===== config.mk =====
export PLATFORM = sky130hd
export DESIGN_NAME = arc4_decrypt_fsm
export DESIGN_NICKNAME = d
export VERILOG_FILES = /design/src/rtl/arc4_decrypt_fsm.sv
export SDC_FILE = /design/constraint.sdc
export NUM_CORES = 1
export LEC_CHECK = 0
export ABC_AREA = 1
export BUFFER_PORTS_ARGS = -buffer_cell sky130_fd_sc_hd__buf_2
export CAP_MARGIN = 20
export CORE_UTILIZATION = 63
export DETAILED_ROUTE_END_ITERATION = 16
export PLACE_DENSITY = 0.95
export SLEW_MARGIN = 40
export SYNTH_ARGS = -nofsm -noshare
export SYNTH_HDL_FRONTEND = slang
export SYNTH_SLANG_ARGS = --single-unit

===== constraint.sdc =====
create_clock -name clk -period 6.7 [get_ports clk]
set_clock_uncertainty 0.1 [all_clocks]
set_input_delay 1.675 -clock clk [delete_from_list [all_inputs] [get_ports clk]]
set_output_delay 1.675 -clock clk [all_outputs]
set_load 0.1 [all_outputs]

===== src/rtl/arc4_decrypt_fsm.sv =====
// RC4 keystream generation (PRGA) and decryption controller for the ARC4 decryptor.
// Runs after key scheduling: swaps S[i]/S[j], XORs S[S[i]+S[j]] with ciphertext, writes plaintext.
`timescale 1ns/1ps
module arc4_decrypt_fsm #(
  parameter int MSG_LEN  = 32,
  parameter int MSG_AW   = 5,
  parameter bit CHECK_EN = 1'b1
) (
  input  logic              clk,
  input  logic              reset,
  input  logic              start,
  output logic              done,
  output logic              bad,
  output logic [7:0]        s_addr,
  output logic [7:0]        s_wrdata,
  output logic              s_wren,
  input  logic [7:0]        s_q,
  output logic [MSG_AW-1:0] enc_addr,
  input  logic [7:0]        enc_q,
  output logic [MSG_AW-1:0] dec_addr,
  output logic [7:0]        dec_wrdata,
  output logic              dec_wren
);

  typedef enum logic [3:0] {
    S_IDLE, S_RD_SI, S_WT_SI, S_LD_SI, S_RD_SJ, S_WT_SJ, S_LD_SJ, S_WR_SI,
    S_WR_SJ, S_RD_F, S_WT_F, S_LD_F, S_WR_DEC, S_NEXT, S_DONE
  } state_t;

  localparam logic [MSG_AW-1:0] LAST_K = MSG_AW'(MSG_LEN - 1);

  state_t              state_q, state_d;
  logic [7:0]          i_q, i_d, j_q, j_d, si_q, si_d, sj_q, sj_d, f_q, f_d, ek_q, ek_d;
  logic [MSG_AW-1:0]   k_q, k_d;
  logic                bad_q, bad_d, done_q, done_d;
  logic [7:0]          s_addr_q, s_addr_d, s_wrdata_q, s_wrdata_d;
  logic                s_wren_q, s_wren_d, dec_wren_q, dec_wren_d;
  logic [MSG_AW-1:0]   enc_addr_q, enc_addr_d, dec_addr_q, dec_addr_d;
  logic [7:0]          dec_wrdata_q, dec_wrdata_d;

  // Accepted plaintext alphabet: space and lowercase letters.
  function automatic logic is_valid(input logic [7:0] b);
    return (b == 8'h20) || ((b >= 8'h61) && (b <= 8'h7A));
  endfunction

  always_comb begin
    state_d = state_q;
    i_d     = i_q;
    j_d     = j_q;
    si_d    = si_q;
    sj_d    = sj_q;
    f_d     = f_q;
    ek_d    = ek_q;
    k_d     = k_q;
    bad_d   = bad_q;
    unique case (state_q)
      S_IDLE: if (start) begin
        i_d     = 8'd1;
        j_d     = 8'd0;
        k_d     = '0;
        bad_d   = 1'b0;
        state_d = S_RD_SI;
      end
      S_RD_SI: state_d = S_WT_SI;
      S_WT_SI: state_d = S_LD_SI;
      S_LD_SI: begin
        si_d    = s_q;
        j_d     = j_q + s_q;
        state_d = S_RD_SJ;
      end
      S_RD_SJ: state_d = S_WT_SJ;
      S_WT_SJ: state_d = S_LD_SJ;
      S_LD_SJ: begin
        sj_d    = s_q;
        state_d = S_WR_SI;
      end
      S_WR_SI: state_d = S_WR_SJ;
      S_WR_SJ: state_d = S_RD_F;
      S_RD_F:  state_d = S_WT_F;
      S_WT_F:  state_d = S_LD_F;
      S_LD_F: begin
        f_d     = s_q;
        ek_d    = enc_q;
        state_d = S_WR_DEC;
      end
      S_WR_DEC: begin
        if (CHECK_EN && !is_valid(f_q ^ ek_q)) bad_d = 1'b1;
        state_d = S_NEXT;
      end
      S_NEXT: begin
        if ((k_q == LAST_K) || bad_q) begin
          state_d = S_DONE;
        end else begin
          k_d     = k_q + MSG_AW'(1);
          i_d     = i_q + 8'd1;
          state_d = S_RD_SI;
        end
      end
      S_DONE:  state_d = S_IDLE;
      default: state_d = S_IDLE;
    endcase

    // Outputs are decoded from the next state so they leave the flops aligned with that state.
    s_addr_d     = '0;
    s_wrdata_d   = '0;
    s_wren_d     = 1'b0;
    enc_addr_d   = '0;
    dec_addr_d   = '0;
    dec_wrdata_d = '0;
    dec_wren_d   = 1'b0;
    done_d       = 1'b0;
    unique case (state_d)
      S_RD_SI, S_WT_SI, S_LD_SI: s_addr_d = i_d;
      S_RD_SJ, S_WT_SJ, S_LD_SJ: s_addr_d = j_d;
      S_WR_SI: begin
        s_addr_d   = i_d;
        s_wrdata_d = sj_d;
        s_wren_d   = 1'b1;
      end
      S_WR_SJ: begin
        s_addr_d   = j_d;
        s_wrdata_d = si_d;
        s_wren_d   = 1'b1;
      end
      S_RD_F, S_WT_F, S_LD_F: begin
        s_addr_d   = si_d + sj_d;
        enc_addr_d = k_d;
      end
      S_WR_DEC: begin
        dec_addr_d   = k_d;
        dec_wrdata_d = f_d ^ ek_d;
        dec_wren_d   = 1'b1;
      end
      S_DONE:  done_d = 1'b1;
      default: ;
    endcase
  end

  always_ff @(posedge clk or negedge reset) begin
    if (!reset) begin
      state_q      <= S_IDLE;
      i_q          <= '0;
      j_q          <= '0;
      si_q         <= '0;
      sj_q         <= '0;
      f_q          <= '0;
      ek_q         <= '0;
      k_q          <= '0;
      bad_q        <= 1'b0;
      done_q       <= 1'b0;
      s_addr_q     <= '0;
      s_wrdata_q   <= '0;
      s_wren_q     <= 1'b0;
      enc_addr_q   <= '0;
      dec_addr_q   <= '0;
      dec_wrdata_q <= '0;
      dec_wren_q   <= 1'b0;
    end else begin
      state_q      <= state_d;
      i_q          <= i_d;
      j_q          <= j_d;
      si_q         <= si_d;
      sj_q         <= sj_d;
      f_q          <= f_d;
      ek_q         <= ek_d;
      k_q          <= k_d;
      bad_q        <= bad_d;
      done_q       <= done_d;
      s_addr_q     <= s_addr_d;
      s_wrdata_q   <= s_wrdata_d;
      s_wren_q     <= s_wren_d;
      enc_addr_q   <= enc_addr_d;
      dec_addr_q   <= dec_addr_d;
      dec_wrdata_q <= dec_wrdata_d;
      dec_wren_q   <= dec_wren_d;
    end
  end

  assign done       = done_q;
  assign bad        = bad_q;
  assign s_addr     = s_addr_q;
  assign s_wrdata   = s_wrdata_q;
  assign s_wren     = s_wren_q;
  assign enc_addr   = enc_addr_q;
  assign dec_addr   = dec_addr_q;
  assign dec_wrdata = dec_wrdata_q;
  assign dec_wren   = dec_wren_q;

endmodule


==> impl_metrics.toml <==
[hold_path]
hold_path.class = "flop to flop"
min_path_cells = 2

[clock_tree]
clockBufferDepth = 2
cts_max_level = 3
cts.clk_slew.worst_paths_ns = 0.09
worstSkewPairLatency_ns = 0.37
cts_buffers = 9
post_cts_resized = 0
cts.sinks = 95
cts_hold_buf = 0
cts-root-buf = "clkbuf_8"
cts_tree = "built"
post_cts.repair.setup_buffers = 0

[global_routing]
antenna_found_initial = 0
grt.total_usage_pct = 29.9
overflow = 0
grt_pass1_vias = 3799
grt_pass1_wl_um = 17300
grt_max_degree = 61

[logic_synthesis]
synth_edf_count = 0
yosysUniqueCellTypes = 35
yosysSeqAreaShare_pct = 50.3
synth_ff_type = "dfrtp_1"
synthArstFlopShare_pct = 100
synth_nets = 616
netlist_instances = 578
syn-cell-area_mm2 = 0.00472
ys_ff_latch = 95
syn_area_per_cell_um2 = 8.17
ys_warn_count = 0

[routing]
avgRoutedWirePerCell_um = 14.3
detail_route.vias_per_cell = 5.44
drc = 0
drt-met1-wl_um = 4440
drtIter0Drc = 282
dr_wl_met2_um = 5240
postRouteAntennaNets = 0
dr.max_layer_used = "met4"
vias = 4038
first_pass_iters = 6
wl_met3_um = 622
drt-total-wl_um = 10600

[sta]
hold_violations = 0
setup_violations = 0
finalMaxSlewViolations = 0
rsz0062_at_grt = "no"
layout_setup_ws_ns = 3.41
slew_headroom_pct = 43.0
worstMarginPinSlew_ns = 0.853
period_share_pct = 49.1
tns_ns = 0
period_minus_slack_ns = 3.29
fmax_ghz = 0.304
whs_ns = 0.405

[power]
cellLeakagePower_nw = 2.95
powerDensity_mw_per_mm2 = 521
ir_drop_uv = 327

[setup_path]
reg2reg_depth = 14
cp-start-kind = "flop"
path_max_fanout = 22
worstPathRequired_ns = 6.86
crit_type = "flop to flop"
setup.worst_path.end_class = "flop"
worst_path_largest_cell_delay_ns = 0.57
path_common_cell = "nor2_1"
crit_path_top_delay_cell = "nand2_1"
cp_cell_sequence = "nor2_1, nand2_1, o21ai_1, ha_1, inv_1, fa_1, inv_1, nand4_1, inv_1, nor2_1, nor2_1, nor2_1, nor2_1, nand2_1"
worstPathArrival_ns = 3.45

[layout]
syn_to_final_growth_pct = 11.7
final_cell_mix = "nand2_1 (176), dfrtp_1 (95), inv_1 (78), buf_2 (55), nor2_1 (48)"
stdcell_count = 742
fill_cells = 536
diodes = 0
layout-drive-gt1-share_pct = 15.6
final_common_cell = "nand2_1"
final_area_mm2 = 0.00528
nets = 676

[status]
status = "complete, no violations"

[floorplanning]
fp.dieH_um = 88.6
initial_core_util_pct = 65.1
fp-row-count = 31
die_x_um = 88.6
dieArea_mm2 = 0.00785
ios = 57
core_area_mm2 = 0.00725

[placement]
dpl.hpwl_um = 7730
place_inst = 726
routabilityCongestion = 0.940
io_buffer_count = 56
dp_slack_ns = 3.08
placed_area_mm2 = 0.00509

[run]
drv_cap = 0
==> per-layer routing <==
| metal | up-vias | GRT usage, % |
|---|---|---|
| met5 | - | 0 |
| met4 | 0 | 14.1 |
| met3 | 23 | 6.44 |
| met2 | 172 | 49.3 |
| met1 | 1896 | 37.7 |
| li1 | 1947 | - |
==> synthesized netlist by cell type (4+ instances only) <==
master / count / area share [%]
inv_2: 4 / 0.32
o21ai_2: 10 / 1.9
inv_1: 78 / 6.2
nand3_1: 30 / 3.2
nand4_1: 8 / 1.1
ha_1: 17 / 4.5
xor2_1: 4 / 0.74
xnor2_1: 9 / 1.7
dfrtp_1: 95 / 50
a21oi_1: 18 / 1.9
o21ai_0: 31 / 3.3
nor2_1: 48 / 3.8
nand2_1: 176 / 14
nor2_2: 4 / 0.53
o21ai_1: 15 / 1.6
==> stage by stage <==
| step | util, % | power (W) |
|---|---|---|
| floorplan | - | 0.00205 |
| global placement | 70.2 | 0.00230 |
| detailed placement | 70.2 | 0.00237 |
| CTS | 72.7 | 0.00272 |
| global route | 72.7 | 0.00294 |
| finish | 72.7 | 0.00275 |
==> report_power, final <==
group	switching, W	internal [W]	leakage, nW
sequential	0.000113	0.000760	1.23
clock	0.000197	0.000154	0.0873
combinational	0.00109	0.000434	1.63
==> registers in the layout (all words and copies together), names as in the netlist <==
name        count
state_q         4
f_q             8
k_q             5
bad             1
i_q             8
sj_q            8
done            1
dec_wren        1
si_q            8
j_q             8
dec_wrdata      8
s_wrdata        8
s_wren          1
s_addr          8
dec_addr        5
ek_q            8
enc_addr        5
==> final cells by class <==
cell class | instances | area, um^2 | share of cell area (%)
sequential | 95 | 2380 | 45.1
multi-input combinational | 392 | 1990 | 37.7
inverter | 83 | 313 | 5.93
timing repair buffer | 57 | 290 | 5.50
clock buffer | 11 | 151 | 2.87
tap | 99 | 124 | 2.35
clock inverter | 5 | 32.5 | 0.617
==> final timing paths <==
| check | from | slack (ns) | to |
|---|---|---|---|
| setup / recovery | state_q[2]$_DFF_PN0_ | 3.41 | s_addr[6]$_DFF_PN0_ |
| hold / removal | si_q[3]$_DFF_PN0_ | 0.40 | si_q[3]$_DFF_PN0_ |
| setup reg to reg | state_q[2]$_DFF_PN0_ | 3.41 | s_addr[6]$_DFF_PN0_ |
| hold reg to reg | si_q[3]$_DFF_PN0_ | 0.40 | si_q[3]$_DFF_PN0_ |
| max in group asynchronous | reset | 4.26 | s_addr[5]$_DFF_PN0_ |
| min in group asynchronous | reset | 1.15 | sj_q[3]$_DFF_PN0_ |
==> worst max-delay path, delay by kind of cell, from the launching register on <==
family | cells | cell delay (ns)
buffers and inverters | 3 | 0.24
AO/OA/AOI/OAI | 1 | 0.45
adder cells (fa/ha/maj) | 2 | 0.62
flip-flops | 1 | 0.45
AND/OR/NAND/NOR | 8 | 1.31
==> cells by family after synthesis <==
| group | count (synthesis) | share of synthesized area [%] |
|---|---|---|
| DFF | 95 | 50.3 |
| xor gates and xnor gates | 13 | 2.41 |
| buffers and inverters | 91 | 7.58 |
| AOI/OAI and AO/OA | 84 | 10.3 |
| adders and majority gates | 19 | 5.35 |
| and+or+nand+nor | 276 | 24.1 |
Note: power is estimated with default switching activity, not from simulation.
